### src/rtl/window_sum_pkg.sv
// window_sum_pkg: shared helpers for the window-sum engine.
//   clog2    - constant ceil(log2) for sizing the adder tree
//   sext     - sign-extend the low w bits of a MAX_W vector
//   sat_add  - signed add of two w-bit values (carried in MAX_W containers)
//              returning the wrapped or clamped result plus an overflow flag
// Callers keep their widths strictly below MAX_W so the MAX_W add is exact.
package window_sum_pkg;

  localparam int MAX_W = 128;

  typedef struct packed {
    logic                    ovf;
    logic signed [MAX_W-1:0] sum;
  } add_res_t;

  function automatic int clog2(input int v);
    int r;
    r = 0;
    for (int i = 0; i < 31; i++)
      if ((1 << i) < v) r = i + 1;
    return r;
  endfunction

  function automatic logic signed [MAX_W-1:0] sext(input logic [MAX_W-1:0] v, input int w);
    logic signed [MAX_W-1:0] t;
    t = v << (MAX_W - w);
    return t >>> (MAX_W - w);
  endfunction

  // a and b must already be sign-extended w-bit values.
  function automatic add_res_t sat_add(input logic signed [MAX_W-1:0] a,
                                       input logic signed [MAX_W-1:0] b,
                                       input int w, input logic sat);
    logic signed [MAX_W-1:0] s, hi, lo;
    add_res_t r;
    hi    = (MAX_W'(1) << (w - 1)) - MAX_W'(1);
    lo    = ~hi;                         // -2^(w-1)
    s     = a + b;
    r.ovf = (s > hi) || (s < lo);
    if (!r.ovf)   r.sum = s;
    else if (sat) r.sum = (s > hi) ? hi : lo;
    else          r.sum = sext(s, w);
    return r;
  endfunction

endpackage

### src/rtl/window_sum_pipe_tree.sv
// adder_tree_stage: one registered level of the lane adder tree.
//   in_data/in_valid/in_last  - N_IN ACC_W-wide nodes from the level below
//   out_data/out_valid/out_last - N_IN/2 pairwise sums, registered
//   en  - pipeline advance (low while the output is stalled)
// out_last is already qualified by valid so downstream can use it directly.
module adder_tree_stage #(
  parameter int N_IN  = 2,
  parameter int ACC_W = 48
) (
  input  logic                           clk,
  input  logic                           rst,
  input  logic                           en,
  input  logic [N_IN-1:0][ACC_W-1:0]     in_data,
  input  logic                           in_valid,
  input  logic                           in_last,
  output logic [N_IN/2-1:0][ACC_W-1:0]   out_data,
  output logic                           out_valid,
  output logic                           out_last
);

  always_ff @(posedge clk) begin
    if (rst) begin
      out_data  <= '0;
      out_valid <= 1'b0;
      out_last  <= 1'b0;
    end else if (en) begin
      for (int j = 0; j < N_IN/2; j++)
        out_data[j] <= in_data[2*j] + in_data[2*j+1];
      out_valid <= in_valid;
      out_last  <= in_valid && in_last;
    end
  end

endmodule

### src/rtl/window_sum_pipe.sv
// window_sum_pipe: per-beat lane sum through a registered adder tree, then
// accumulated across a window closed by in_last. One result per window.
//   in_data/in_valid/in_last/in_ready   - beat input, NUM_LANES signed lanes
//   out_sum/out_beats/out_ovf/out_valid/out_ready - one result per window
// The only back-pressure is a held result (out_valid && !out_ready), which
// freezes the whole pipeline, so in_ready is a pure function of the outputs.
module window_sum_pipe
  import window_sum_pkg::*;
#(
  parameter int NUM_LANES = 8,
  parameter int LANE_W    = 32,
  parameter int ACC_W     = 48,
  parameter int CNT_W     = 16,
  parameter bit SATURATE  = 1'b0
) (
  input  logic                        clk,
  input  logic                        rst,
  input  logic [NUM_LANES*LANE_W-1:0] in_data,
  input  logic                        in_valid,
  input  logic                        in_last,
  output logic                        in_ready,
  output logic [ACC_W-1:0]            out_sum,
  output logic [CNT_W-1:0]            out_beats,
  output logic                        out_ovf,
  output logic                        out_valid,
  input  logic                        out_ready
);

  localparam int LEVELS = clog2(NUM_LANES);
  localparam int NODES  = 2*NUM_LANES - 1;

  logic stall, en;
  assign stall    = out_valid && !out_ready;
  assign en       = !stall;
  assign in_ready = en;

  // Node store: level k inputs live at offset 2N - (2N >> k), so level 0 is
  // the extended lanes and the final single sum sits at NODES-1.
  logic [NODES-1:0][ACC_W-1:0] nodes;
  logic [LEVELS:0]             vld_pipe, lst_pipe;

  for (genvar i = 0; i < NUM_LANES; i++) begin : g_ext
    assign nodes[i] = ACC_W'(sext(MAX_W'(in_data[LANE_W*i +: LANE_W]), LANE_W));
  end
  assign vld_pipe[0] = in_valid;
  assign lst_pipe[0] = in_last;

  for (genvar k = 0; k < LEVELS; k++) begin : g_lvl
    localparam int N_IN  = NUM_LANES >> k;
    localparam int OFF_I = 2*NUM_LANES - ((2*NUM_LANES) >> k);
    localparam int OFF_O = OFF_I + N_IN;
    adder_tree_stage #(.N_IN(N_IN), .ACC_W(ACC_W)) u_stage (
      .clk       (clk),
      .rst       (rst),
      .en        (en),
      .in_data   (nodes[OFF_I +: N_IN]),
      .in_valid  (vld_pipe[k]),
      .in_last   (lst_pipe[k]),
      .out_data  (nodes[OFF_O +: N_IN/2]),
      .out_valid (vld_pipe[k+1]),
      .out_last  (lst_pipe[k+1])
    );
  end

  logic             tv, tl;
  logic [ACC_W-1:0] tsum;
  assign tv   = vld_pipe[LEVELS];
  assign tl   = lst_pipe[LEVELS];
  assign tsum = nodes[NODES-1];

  // Accumulator; "first" makes the next beat start from zero so windows can
  // run back to back without a clearing bubble.
  logic [ACC_W-1:0] acc, acc_base, acc_next;
  logic [CNT_W-1:0] cnt, cnt_base, cnt_next;
  logic             ovf, ovf_next, first;
  add_res_t         ar;
  logic             unused_hi;

  always_comb begin
    acc_base = first ? '0 : acc;
    cnt_base = first ? '0 : cnt;
    ar       = sat_add(sext(MAX_W'(acc_base), ACC_W), sext(MAX_W'(tsum), ACC_W),
                       ACC_W, SATURATE);
    acc_next = ar.sum[ACC_W-1:0];
    ovf_next = (!first && ovf) || ar.ovf;
    cnt_next = (&cnt_base) ? cnt_base : cnt_base + 1'b1;
  end
  assign unused_hi = ^ar.sum[MAX_W-1:ACC_W];

  always_ff @(posedge clk) begin
    if (rst) begin
      acc       <= '0;
      cnt       <= '0;
      ovf       <= 1'b0;
      first     <= 1'b1;
      out_valid <= 1'b0;
      out_sum   <= '0;
      out_beats <= '0;
      out_ovf   <= 1'b0;
    end else if (en) begin
      // en implies any held result is being consumed this edge.
      out_valid <= tv && tl;
      if (tv) begin
        acc   <= acc_next;
        cnt   <= cnt_next;
        ovf   <= ovf_next;
        first <= tl;
        if (tl) begin
          out_sum   <= acc_next;
          out_beats <= cnt_next;
          out_ovf   <= ovf_next;
        end
      end
    end
  end

endmodule

### config.mk
export PLATFORM = sky130hd
export DESIGN_NAME = window_sum_pipe
export DESIGN_NICKNAME = d
export VERILOG_FILES = /design/src/rtl/window_sum_pkg.sv /design/src/rtl/window_sum_pipe_tree.sv /design/src/rtl/window_sum_pipe.sv
export SDC_FILE = /design/constraint.sdc
export NUM_CORES = 1
export LEC_CHECK = 0
export ABC_AREA = 1
export CAP_MARGIN = 20
export CELL_PAD_IN_SITES_DETAIL_PLACEMENT = 1
export CELL_PAD_IN_SITES_GLOBAL_PLACEMENT = 2
export CORE_UTILIZATION = 34
export CTS_BUF_LIST = sky130_fd_sc_hd__clkbuf_4 sky130_fd_sc_hd__clkbuf_8 sky130_fd_sc_hd__clkbuf_16
export DETAILED_ROUTE_END_ITERATION = 10
export MAX_ROUTING_LAYER = met4
export PLACE_DENSITY = 0.95
export SLEW_MARGIN = 10
export SYNTH_ARGS = -nofsm -noshare
export SYNTH_HDL_FRONTEND = slang
export SYNTH_SLANG_ARGS = --single-unit
### constraint.sdc
create_clock -name clk -period 5.4 [get_ports clk]
set_clock_uncertainty 0.1 [all_clocks]
set_input_delay 1.08 -clock clk [delete_from_list [all_inputs] [get_ports clk]]
set_output_delay 1.08 -clock clk [all_outputs]
set_load 0.05 [all_outputs]
======== Word level (Yosys, flattened, before mapping) ========
Cells that the tools add are included.
Widths: inputs -> output; s select.
operators by class
  $add $sub $neg .......................... 9
  magnitude comparators ................... 2
  muxes and demuxes ....................... 3
  bitwise logic cells ..................... 1
  reduce and logical (&&, ||, !) cells .... 14
operators with widths
  operator               count
  $add 48x48->48         3
  $add 32x32->33         4
  $add 48x48->49         1
  $gt 49x48->1 const B   1
  $lt 49x48->1 const B   1
  $mux 48                1
  $mux 16                2
  $add 16x1->16 const B  1
  $reduce_and 16->1      1
  $logic_and 1x1->1      6
  $logic_not 1->1        3
  $reduce_and 3->1       1
  $logic_or 1x1->1       2
  $reduce_and 2->1       1
  $not 1->1              1
storage, ports and cells
  register bits ........................... 474
  input bits .............................. 261
  output and inout port bits .............. 67
  logic and storage cells ................. 50

======== Longest topological paths before layout ========
  word-level depth ........................ 5
  depth in mapped cells ................... 21
  gate-level depth less buffers ........... 20

======== By module ========
Synthesis repeated with hierarchy kept, for this count alone.
unflattened totals
  cells, all modules ...................... 9,561
  area total of the unflattened synthesis .. 51,239.1 sq um
modules (own cells, without submodules)
  module                               times used  cells an instance  area an instance (sq um)  seq. area each (sq um)
  adder_tree_stage (g_lvl[0].u_stage)  1           4,552              23,894.2                  3,883.7
  adder_tree_stage (g_lvl[1].u_stage)  1           2,280              11,941.5                  1,961.9
  window_sum_pipe                      1           1,577              9,361.5                   2,642.5
  adder_tree_stage (g_lvl[2].u_stage)  1           1,152              6,042.0                   1,001.0

======== Least setup slack after synthesis ========
OpenSTA, ideal clock, no wires.
  path type ............................... input-to-output
  from .................................... input port out_ready
  to ...................................... output port in_ready
  arrival time ............................ 2.105 ns
  data required time ...................... 4.220 ns
  path slack .............................. 2.115 ns
  stages .................................. 4
  path buffers ............................ 2
  cell sequence ........................... nor2_2 inv_2 clkbuf_1 clkbuf_1
on the way
  longest elaborated chain between the ends .. 3
ends and longest elaborated chain
  what               RTL line               RTL
  start, declared    window_sum_pipe.sv:26  input logic out_ready
  $logic_not 1->1    window_sum_pipe.sv:33  assign stall = out_valid && !out_ready;
  $logic_and 1x1->1  window_sum_pipe.sv:33
  $logic_not 1->1    window_sum_pipe.sv:34  assign en = !stall;
  end, declared      window_sum_pipe.sv:21  output logic in_ready,
No other way between the ends.

======== Worst setup path in the final report ========
Same ends and word-level chain as after synthesis.

==> flow_metrics.tcl <==
set metrics [dict create \
    worst_slew_margin_rel 0.2655 \
    clkSinkCount 414 \
    required_ns 4.22 \
    comb_power_share 0.363 \
    grt_overflow 0 \
    clkPwrFrac 0.306 \
    rr_startpoint "first$_SDFFE_PP1P_" \
    min-delay-path-class "reg -> reg" \
    wl_um 139400 \
    hold_viol 0 \
    seq_area_frac_synth 0.2359 \
    die_area_mm2 0.1046 \
    row_count 117 \
    n_antenna_cell 0 \
    run_status "completed" \
    synth_simple_gate_area_share 0.3350 \
    p_sw_uw 4718 \
    netlist_instances 5888 \
    pre_cts_ws_ns 1.288 \
    p_int_uw 7126 \
    detailedRoute.firstPassIterationCount 5 \
    synth_edf_count 0 \
    num_io_pins 328 \
    clk_root_buffer_cell "clkbuf_16" \
    synth-xor-area-share 0.02793 \
    synth-compound-area-share 0.1744 \
    layout-drive-gt1-share 0.03001 \
    postCtsHoldBufs 0 \
    number_of_global_route_vias_before_repair 39562 \
    final_setup_violation_count 0 \
    cp.arrival_ns 2.87 \
    setup_total_negative_slack_ns 0 \
    grt.total_usage 0.2736 \
    drv.max_cap_violation_count 0 \
    clk_pin_slew_ns 0.06 \
    initial_antenna_violation_count 0 \
    cts_buffer_depth 3 \
    detailroute.via_count 38424 \
    pwr_density_cell_mw_per_mm2 284.9 \
    timing.setup.critical_path_class "in -> out" \
    rsz_0062_raised_after_global_routing "no" \
    achievable-frequency_mhz 247.1 \
    cp_max_fo 32 \
    yosys-top-cells-count "1,657 x nand2_1, 965 x inv_1, 647 x nor2_1" \
    clock_tree.htree_level_count 2 \
    cts_resized 0 \
    p_leak_uw 0.02129 \
    post_synth_fa_ha_maj_area_fraction 0.1079 \
    design.core.area_mm2 0.1020 \
    drt_drc_violations_left 0 \
    slew_viol_final 0 \
    synth_cell_types 59 \
    synthesis.nets 6447 \
    final.min_clock_period_ns 4.046 \
    final.period_utilization 0.7493 \
    drt-initial-drc-count 1771 \
    grt_first_pass_wirelength_um 219700 \
    cts_buffers 50 \
    yosys_register_bits 414 \
    grt_start_max_net_pins 134 \
    ys.warnings.count 0 \
    fin_nets 6715 \
    drt.antenna.violating_nets 0 \
    min_from "out_sum[33]$_SDFFE_PP0P_" \
    tritoncts_clock_tree "yes" \
    worstSetupStartpoint "out_ready" \
    swShare 0.3983 \
    worstSetupEndpointType "output port" \
    chipWidth_um 323.4 \
    worstMarginPinSlew_ns 1.099 \
    worst_reg2reg_setup_slack_ns 1.82 \
    post_synthesis_instance_area_mm2 0.03513 \
    place.detailed.hpwl_um 115100 \
    mux_share_of_post_synthesis_cell_area 0 \
    clk-insertion-delay-late_ns 0.63 \
    globalplace.congestion 0.9602 \
    initial_core_util 0.3443 \
    synth_top_flop_cell "dfxtp_1" \
    wl_per_cell_um 18.43 \
    flow.area_growth_from_synthesis_pct 18.36 \
    max-vdd-ir-drop_mv 0.2210 \
    post-cts-setup-buffer-count 0 \
    synthMostInstantiatedCell "nand2_1" \
    synth.area.top_cells "dfxtp_1 24%, nand2_1 18%, ha_1 10%" \
    avgViaCountPerCell 5.079 \
    post-route-worst-setup-slack_ns 1.354 \
    power.sequential.fraction 0.331 \
    synthesized_area_per_cell_um2 5.966 \
    leading_area_contributor_after_synthesis "dfxtp_1" \
    synth-async-reset-ratio 0 \
    start_kind "input port" \
    synth.top_cell.area_share 0.2359 \
    chipHeight_um 323.4 \
    synth_top_family_by_area "simple AND/OR/NAND/NOR gates" \
    placement.io_buffers 327 \
]
-- path summary, 6_finish.rpt --
check	endpoint	cells past startpoint
min	out_sum[33]$_SDFFE_PP0P_	2
max	in_ready	4
max reg2reg	out_sum[30]$_SDFFE_PP0P_	14
min reg2reg	out_sum[33]$_SDFFE_PP0P_	2
-- state kept, by name (all words and copies together), names as in the netlist --
signal / count
acc: 48
cnt: 16
first: 1
g_lvl.u_stage.out_data: 276
g_lvl.u_stage.out_last: 3
g_lvl.u_stage.out_valid: 3
out_beats: 16
out_ovf: 1
out_sum: 48
out_valid: 1
ovf: 1
-- critical path: stages --
cell	delay (ns)
clkdlybuf4s50_1	0.51
nor2_4	0.09
inv_6	0.23
clkdlybuf4s50_1	0.94
-- through the flow --
stage / total power (uW) / cell area [um^2] / util / hold WS, ns / cells
final: 11840 / 41580 / 0.4075 / 0.3552 / 7566
after global routing: 12650 / 41580 / 0.4075 / 0.3690 / 7566
after CTS: 11940 / 41580 / 0.4075 / 0.3606 / 7566
after detailed placement: 8230 / 39790 / 0.3900 / 0.3496 / 7472
after global placement: 8146 / 39790 / 0.3900 / 0.3374 / 7472
after floorplan: 6613 / 35130 / - / 0.3301 / 5888
-- power groups by stage --
stage	Sequential [uW]	Clock [uW]	Combinational, uW
after CTS	3920	3730	4290
after global routing	3960	3840	4850
after floorplan	3740	0	2870
final	3920	3630	4290
after global placement	3970	0	4170
after detailed placement	3980	0	4250
-- placed cells by master (no fill, tap or decap), types with 34 or more instances in the layout --
cell / synthesis / final
nand2_1: 1657 / 1657
inv_1: 965 / 964
nor2_1: 647 / 646
a21oi_1: 444 / 444
o21ai_0: 419 / 419
dfxtp_1: 414 / 413
nand3_1: 362 / 362
clkdlybuf4s50_1: 0 / 326
ha_1: 290 / 290
xor2_1: 94 / 94
nand4_1: 66 / 66
o21bai_1: 51 / 51
nor3_1: 50 / 50
clkbuf_16: 0 / 50
o211ai_1: 38 / 38
a21o_1: 34 / 34
-- cells by family (layout without fill, tap and decap cells) --
group / count (synthesis) / count (layout)
flops: 414 / 414
buf+inv: 1097 / 1407
simple gates: 2866 / 2866
fa+ha+maj: 298 / 298
compound gates: 1101 / 1101
xor+xnor: 112 / 112
-- final cells by class --
cell class / instances / area (um^2)
Fill cell: 13723 / 60460
Multi-Input combinational cell: 4377 / 22680
Sequential cell: 414 / 8292
Inverter: 971 / 3660
Timing Repair Buffer: 342 / 3446
Tap cell: 1368 / 1712
Clock buffer: 66 / 1434
Clock inverter: 28 / 349.1
-- metal layers --
| layer | vias to the layer above | routed length [um] | global-route usage | part of all wire |
|---|---|---|---|---|
| met4 | 0 | 3125 | 0.06214 | 0.022 |
| met5 | - | 0 | - | 0 |
| met2 | 585 | 67430 | 0.4780 | 0.48 |
| li1 | 19462 | - | - | - |
| met1 | 18225 | 65410 | 0.3421 | 0.47 |
| met3 | 152 | 3436 | 0.01847 | 0.025 |
Power figures use the tool's default switching activity.
